<file path="src/rtl/fb_ctrl_pkg.sv">
// Shared types and defaults for the still-frame capture controller.
// The helper saturates a counter at an upper bound.
package fb_ctrl_pkg;

  typedef enum logic [2:0] {
    IDLE,
    WAIT_VBLANK,
    WAIT_FV,
    CAPTURE,
    READ_ISSUE,
    READ_WAIT,
    READ_HOLD
  } fb_ctrl_state_t;

  localparam int DEF_ADDR           = 12;
  localparam int DEF_DATA           = 10;
  localparam int DEF_RD_LAT         = 1;
  localparam int DEF_TIMEOUT_CYCLES = 2**20;

  function automatic logic [31:0] sat_inc(input logic [31:0] val,
                                          input logic [31:0] max_val);
    return (val >= max_val) ? max_val : val + 32'd1;
  endfunction

endpackage

</file>
<file path="src/rtl/fb_read_sequencer.sv">
// Streams a captured frame out of the buffer one pixel at a time:
// issue address, wait out the read latency, hold the beat until accepted.
module fb_read_sequencer
  import fb_ctrl_pkg::*;
#(
  parameter int ADDR   = DEF_ADDR,
  parameter int DATA   = DEF_DATA,
  parameter int RD_LAT = DEF_RD_LAT
) (
  input  logic            clk,
  input  logic            rst_n,
  input  logic            go_i,
  input  logic            abort_i,
  input  logic [ADDR:0]   len_i,
  output logic [ADDR-1:0] fb_rd_addr_o,
  input  logic [DATA-1:0] fb_rd_data_i,
  output logic [DATA-1:0] px_data_o,
  output logic            px_valid_o,
  input  logic            px_ready_i,
  output logic            px_last_o,
  output logic            busy_o,
  output logic            last_acc_o
);

  fb_ctrl_state_t  state_q, state_d;
  logic [ADDR:0]   idx_q, idx_d;
  logic [1:0]      lat_q, lat_d;
  logic [DATA-1:0] px_data_q, px_data_d;
  logic            px_valid_q, px_valid_d;
  logic            px_last_q, px_last_d;

  always_ff @(posedge clk or negedge rst_n) begin
    if (!rst_n) begin
      state_q    <= IDLE;
      idx_q      <= '0;
      lat_q      <= '0;
      px_data_q  <= '0;
      px_valid_q <= 1'b0;
      px_last_q  <= 1'b0;
    end else begin
      state_q    <= state_d;
      idx_q      <= idx_d;
      lat_q      <= lat_d;
      px_data_q  <= px_data_d;
      px_valid_q <= px_valid_d;
      px_last_q  <= px_last_d;
    end
  end

  always_comb begin
    state_d    = state_q;
    idx_d      = idx_q;
    lat_d      = lat_q;
    px_data_d  = px_data_q;
    px_valid_d = px_valid_q;
    px_last_d  = px_last_q;
    last_acc_o = 1'b0;
    case (state_q)
      IDLE: begin
        if (go_i) begin
          idx_d   = '0;
          state_d = READ_ISSUE;
        end
      end
      READ_ISSUE: begin
        lat_d   = '0;
        state_d = READ_WAIT;
      end
      READ_WAIT: begin
        if (lat_q == 2'(RD_LAT - 1)) begin
          px_data_d  = fb_rd_data_i;
          px_valid_d = 1'b1;
          px_last_d  = (idx_q == len_i - (ADDR+1)'(1));
          state_d    = READ_HOLD;
        end else begin
          lat_d = lat_q + 2'd1;
        end
      end
      READ_HOLD: begin
        if (px_ready_i) begin
          px_valid_d = 1'b0;
          px_last_d  = 1'b0;
          if (px_last_q) begin
            last_acc_o = 1'b1;
            state_d    = IDLE;
          end else begin
            idx_d   = idx_q + (ADDR+1)'(1);
            state_d = READ_ISSUE;
          end
        end
      end
      default: state_d = IDLE;
    endcase
    // Abort overrides everything, including a beat being accepted this cycle.
    if (abort_i) begin
      state_d    = IDLE;
      px_valid_d = 1'b0;
      px_last_d  = 1'b0;
      last_acc_o = 1'b0;
    end
  end

  assign fb_rd_addr_o = idx_q[ADDR-1:0];
  assign px_data_o    = px_data_q;
  assign px_valid_o   = px_valid_q;
  assign px_last_o    = px_last_q;
  assign busy_o       = (state_q != IDLE);

endmodule

</file>
<file path="src/rtl/frame_capture_ctrl.sv">
// Arms the frame buffer for exactly one camera frame, counts its pixels,
// then hands readout to fb_read_sequencer.
module frame_capture_ctrl
  import fb_ctrl_pkg::*;
#(
  parameter int ADDR           = DEF_ADDR,
  parameter int DATA           = DEF_DATA,
  parameter int RD_LAT         = DEF_RD_LAT,
  parameter int TIMEOUT_CYCLES = DEF_TIMEOUT_CYCLES
) (
  input  logic            clk,
  input  logic            rst_n,
  input  logic            start_i,
  input  logic            abort_i,
  input  logic            fv_i,
  input  logic            lv_i,
  output logic            fb_rd_en_o,
  output logic [ADDR-1:0] fb_rd_addr_o,
  input  logic [DATA-1:0] fb_rd_data_i,
  output logic [DATA-1:0] px_data_o,
  output logic            px_valid_o,
  input  logic            px_ready_i,
  output logic            px_last_o,
  output logic [ADDR:0]   frame_len_o,
  output logic            busy_o,
  output logic            done_o,
  output logic            timeout_o
);

  localparam int DEPTH = 1 << ADDR;
  localparam int TO_W  = $clog2(TIMEOUT_CYCLES + 1);

  fb_ctrl_state_t  state_q, state_d;
  logic [ADDR:0]   pix_cnt_q, pix_cnt_d;
  logic [ADDR:0]   frame_len_q, frame_len_d;
  logic [TO_W-1:0] to_cnt_q, to_cnt_d;
  logic            done_q, done_d;
  logic            timeout_q, timeout_d;
  logic            seq_go, seq_busy, seq_last_acc;

  always_ff @(posedge clk or negedge rst_n) begin
    if (!rst_n) begin
      state_q     <= IDLE;
      pix_cnt_q   <= '0;
      frame_len_q <= '0;
      to_cnt_q    <= '0;
      done_q      <= 1'b0;
      timeout_q   <= 1'b0;
    end else begin
      state_q     <= state_d;
      pix_cnt_q   <= pix_cnt_d;
      frame_len_q <= frame_len_d;
      to_cnt_q    <= to_cnt_d;
      done_q      <= done_d;
      timeout_q   <= timeout_d;
    end
  end

  always_comb begin
    state_d     = state_q;
    pix_cnt_d   = pix_cnt_q;
    frame_len_d = frame_len_q;
    to_cnt_d    = to_cnt_q;
    done_d      = 1'b0;
    timeout_d   = 1'b0;
    seq_go      = 1'b0;
    case (state_q)
      IDLE: begin
        // The readout phase still counts as busy, so no new capture starts under it.
        if (start_i && !seq_busy) begin
          pix_cnt_d = '0;
          to_cnt_d  = '0;
          state_d   = WAIT_VBLANK;
        end
      end
      WAIT_VBLANK, WAIT_FV: begin
        if (to_cnt_q == TO_W'(TIMEOUT_CYCLES - 1)) begin
          timeout_d = 1'b1;
          state_d   = IDLE;
        end else begin
          to_cnt_d = to_cnt_q + TO_W'(1);
          if (state_q == WAIT_VBLANK && !fv_i) state_d = WAIT_FV;
          if (state_q == WAIT_FV && fv_i)      state_d = CAPTURE;
        end
      end
      CAPTURE: begin
        if (!fv_i) begin
          frame_len_d = pix_cnt_q;
          state_d     = IDLE;
          if (pix_cnt_q == '0) done_d = 1'b1;
          else                 seq_go = 1'b1;
        end else if (lv_i) begin
          pix_cnt_d = (ADDR+1)'(sat_inc(32'(pix_cnt_q), 32'(DEPTH)));
        end
      end
      default: state_d = IDLE;
    endcase
    if (seq_last_acc) done_d = 1'b1;
    if (abort_i) begin
      state_d     = IDLE;
      seq_go      = 1'b0;
      done_d      = 1'b0;
      timeout_d   = 1'b0;
      frame_len_d = frame_len_q;
    end
  end

  fb_read_sequencer #(
    .ADDR   (ADDR),
    .DATA   (DATA),
    .RD_LAT (RD_LAT)
  ) u_read_seq (
    .clk          (clk),
    .rst_n        (rst_n),
    .go_i         (seq_go),
    .abort_i      (abort_i),
    .len_i        (frame_len_q),
    .fb_rd_addr_o (fb_rd_addr_o),
    .fb_rd_data_i (fb_rd_data_i),
    .px_data_o    (px_data_o),
    .px_valid_o   (px_valid_o),
    .px_ready_i   (px_ready_i),
    .px_last_o    (px_last_o),
    .busy_o       (seq_busy),
    .last_acc_o   (seq_last_acc)
  );

  // Buffer write side is live only while armed for the frame.
  assign fb_rd_en_o  = !(state_q == WAIT_FV || state_q == CAPTURE);
  assign frame_len_o = frame_len_q;
  assign busy_o      = (state_q != IDLE) || seq_busy;
  assign done_o      = done_q;
  assign timeout_o   = timeout_q;

endmodule

</file>
<file path="config.mk">
export PLATFORM = sky130hd
export DESIGN_NAME = frame_capture_ctrl
export DESIGN_NICKNAME = d
export VERILOG_FILES = /design/src/rtl/fb_ctrl_pkg.sv /design/src/rtl/fb_read_sequencer.sv /design/src/rtl/frame_capture_ctrl.sv
export SDC_FILE = /design/constraint.sdc
export NUM_CORES = 1
export LEC_CHECK = 0
export BUFFER_PORTS_ARGS = -buffer_cell sky130_fd_sc_hd__buf_2
export CORE_MARGIN = 2
export CORE_UTILIZATION = 30
export DETAILED_ROUTE_END_ITERATION = 7
export PLACE_DENSITY = 0.52
export REMOVE_ABC_BUFFERS = 1
export SLEW_MARGIN = 20
export SYNTH_ARGS = -nofsm -noshare
export SYNTH_HDL_FRONTEND = slang
export SYNTH_SLANG_ARGS = --single-unit
</file>
<file path="constraint.sdc">
create_clock -name clk -period 2.09 [get_ports clk]
set_input_delay 0.3135 -clock clk [delete_from_list [all_inputs] [get_ports clk]]
set_output_delay 0.3135 -clock clk [all_outputs]
set_load 0.05 [all_outputs]
</file>
==> metrics.json <==
{
  "worst-path-max-fanout": {"value": 6},
  "setup_viol_count_final": {"value": 1},
  "max_cap_violations": {"value": 0},
  "setup_total_negative_slack": {"value": -0.009056, "unit": "ns"},
  "grt_use_total": {"value": 0.1464},
  "grt_max_degree": {"value": 52},
  "tightestPinTransition": {"value": 0.6169, "unit": "ns"},
  "sequential_standard_cell_area": {"value": 2027, "unit": "µm²"},
  "post-route-period-util": {"value": 1.004},
  "route.detailed.wl_per_inst": {"value": 15.17, "unit": "µm"},
  "multiInputGateArea": {"value": 2441, "unit": "µm²"},
  "clock-root-buffer": {"value": "clkbuf_16"},
  "floorplan.die_area": {"value": 16460, "unit": "µm²"},
  "average_size_of_a_mapped_cell": {"value": 9.365, "unit": "µm²"},
  "instance_count_of_the_mapped_netlist": {"value": 495},
  "holdWs": {"value": 0.1955, "unit": "ns"},
  "synth-edff-count": {"value": 0},
  "failed_checks": {"value": "setup timing"},
  "worstPathRequired": {"value": 2.37, "unit": "ns"},
  "fp-row-count": {"value": 45},
  "antenna_found_initial": {"value": 0},
  "gr-total-overflow": {"value": 0},
  "arrival": {"value": 2.38, "unit": "ns"},
  "synth-seq-cells": {"value": 81},
  "synth_ff_type": {"value": "dfrtp_1"},
  "outcome": {"value": "finished, violations left"},
  "max_freq": {"value": 476.4, "unit": "MHz"},
  "layout_cells_sized_above_1": {"value": 0.2909},
  "tritoncts": {"value": "yes"},
  "final_nets": {"value": 603},
  "synth_cell_type_count": {"value": 56},
  "max_slew_margin": {"value": 0.5876},
  "remaining_drc_errors": {"value": 0},
  "clk_latency": {"value": 0.34, "unit": "ns"},
  "post_drt_via_cell_ratio": {"value": 5.112},
  "min_period": {"value": 2.099, "unit": "ns"},
  "drt-pass1-iter-count": {"value": 4},
  "antenna_diode_count": {"value": 0},
  "io_buffers": {"value": 57},
  "global_route_wire_length_before_repair": {"value": 19130, "unit": "µm"},
  "n_fill_cell": {"value": 1477},
  "dr.first_iter.drc_count": {"value": 268},
  "synth_sequential_area_ratio": {"value": 0.4372},
  "area.growth.synth_to_final": {"value": 23.99, "unit": "%"},
  "design.portCount": {"value": 58},
  "ys_async_sr_fraction": {"value": 1.000},
  "worst_setup_path_end_kind": {"value": "flip-flop"},
  "clock-skew-final": {"value": 0.008227, "unit": "ns"},
  "timing.setup.critical_path_class": {"value": "flip-flop to flip-flop"},
  "cts.clk_slew.worst_paths": {"value": 0.06, "unit": "ns"},
  "yosysWarnings": {"value": 0},
  "place_congestion": {"value": 0.8397},
  "die-width": {"value": 128.3, "unit": "µm"},
  "vertical_die_dimension": {"value": 128.3, "unit": "µm"},
  "cts_max_path_buffers": {"value": 2},
  "layout_setup_ws": {"value": -0.009056, "unit": "ns"},
  "hold_violations": {"value": 0},
  "core": {"value": 15150, "unit": "µm²"},
  "hpwl": {"value": 8449, "unit": "µm"},
  "cts-buffers-inserted": {"value": 9},
  "post_synth_instance_area": {"value": 4636, "unit": "µm²"},
  "startpoint_kind_of_the_worst_setup_timing_path": {"value": "flip-flop"},
  "number_of_global_route_vias_before_repair": {"value": 3844},
  "route.vias.total": {"value": 3931},
  "max-vdd-ir-drop": {"value": 0.4924, "unit": "mV"},
  "static-leakage-power": {"value": 2.618, "unit": "nW"},
  "cts.sinks": {"value": 81},
  "initial_utilization": {"value": 0.3061},
  "final-max-slew-violation-count": {"value": 0},
  "drtAntennaViolNets": {"value": 0},
  "placed_instance_count": {"value": 748},
  "wirelength": {"value": 11670, "unit": "µm"},
  "cts_max_level": {"value": 3},
  "power.density": {"value": 820.9, "unit": "nW/µm²"},
  "setup_repair_after_global_routing_missed_its_margin": {"value": "yes"},
  "final-instance-count-excl-fill": {"value": 769},
  "timing.hold.worst.class": {"value": "input pin to flip-flop"}
}
cells in the final DEF, fill, tap and decap left out, types with 14 or more instances in the layout:
| master | count |
|---|---|
| xor2_1 | 18 |
| dfrtp_1 | 81 |
| inv_1 | 17 |
| nand2_1 | 47 |
| buf_4 | 45 |
| xnor2_1 | 14 |
| nand3_1 | 35 |
| o21ai_0 | 40 |
| mux2_2 | 23 |
| buf_2 | 56 |
| nor2_1 | 38 |
worst max-delay path, stage by stage (launching register included):
cell and delay [ns]:
dfrtp_1 0.38, or4b_4 0.59, a2111oi_4 0.40, o211ai_4 0.17
or3_4 0.36, a21oi_2 0.13
registers in the layout, summed over array words and instances, names as in the netlist:
name,cells
u_read_seq.px_valid_o,1
to_cnt_q,21
u_read_seq.state_q,3
frame_len_o,13
u_read_seq.lat_q,2
state_q,2
u_read_seq.px_last_o,1
u_read_seq.px_data_o,10
timeout_o,1
u_read_seq.idx_q,13
pix_cnt_q,13
done_o,1
cell type report:
type	count	share of cell area
sequential	81	0.3526
clock inverter	6	0.01263
tap	188	0.04092
clock buffer	10	0.03983
inverter	17	0.01110
timing repair buffer	105	0.1182
multi-input combinational	362	0.4247
per-layer routing:
| metal | GRT usage | share of wire |
|---|---|---|
| met2 | 0.2347 | 0.47 |
| met4 | 0.06464 | 0.027 |
| met3 | 0.03130 | 0.037 |
| met1 | 0.1909 | 0.46 |
| met5 | 0 | 0 |
cells by family (layout without fill, tap and decap cells):
family	after synthesis	in the layout	synth area share
adder cells (fa/ha/maj)	10	10	0.02699
multiplexers	25	25	0.06019
XOR/XNOR	33	33	0.06235
AND/OR/NAND/NOR	197	197	0.2224
buffers and inverters	52	138	0.05479
AO/OA/AOI/OAI	97	97	0.1360
flip-flops	81	81	0.4372
per-stage QoR:
stage / setup slack [ns] / utilization / power, mW / cell area [µm²]
CTS: -0.006950 / 0.3730 / 4.726 / 5649
detailed placement: -0.05371 / 0.3510 / 3.052 / 5316
global placement: 0.009448 / 0.3510 / 3.035 / 5316
finish: -0.009056 / 0.3795 / 4.719 / 5748
floorplan: -0.4868 / - / 2.588 / 4446
global route: -0.08674 / 0.3795 / 4.984 / 5748
report_power, final:
part           internal [mW]  switching [mW]  leakage, nW
logic                  0.497           0.893         1.38
registers               1.64          0.0634         1.09
clock network          0.941           0.685        0.144
synth_stat cells (all sizes together), types with 2 or more instances:
library cell	n	area share
nand2	48	0.039
o211ai	2	0.0062
a211oi	5	0.0081
buf	18	0.027
inv	17	0.014
or3	2	0.0027
nor3b	5	0.010
a21oi	13	0.014
clkbuf	17	0.014
dfrtp	81	0.44
mux2	23	0.056
nand2b	4	0.0054
a2111oi	2	0.0078
nor4b	3	0.0070
nor2	38	0.031
and3b	2	0.0038
nand3	36	0.039
nor2b	8	0.011
and2	3	0.0040
mux2i	2	0.0043
o31ai	11	0.018
nand3b	4	0.0065
a31oi	8	0.011
ha	10	0.027
and3	13	0.018
nor3	12	0.013
nor4	4	0.0054
nand4	5	0.0067
and4	4	0.0076
xor2	19	0.036
o31a	4	0.0078
o21ai	43	0.046
or4	2	0.0049
xnor2	14	0.026
what timing repair did:
item,CTS,global route
resized for setup,4,18
setup endpoints to repair,9,25
hold buffers,1,0
buffers inserted,1,3
pin swaps,3,5
endpoints found under the hold margin,30,0
worst paths after layout:
path                                        from  slack (ns)                 endpoint  depth (start not counted)
max in group asynchronous                  rst_n        1.01             pix_cnt_q[2]                          3
setup / recovery           u_read_seq.state_q[2]      -0.009             to_cnt_q[13]                          5
hold / removal                   fb_rd_data_i[7]        0.20  u_read_seq.px_data_o[7]                          2
setup reg to reg           u_read_seq.state_q[2]      -0.009             to_cnt_q[13]                          5
min in group asynchronous                  rst_n        0.47                timeout_o                          2
hold reg to reg              u_read_seq.lat_q[1]        0.49      u_read_seq.lat_q[1]                          2
Power figures use the tool's default switching activity.
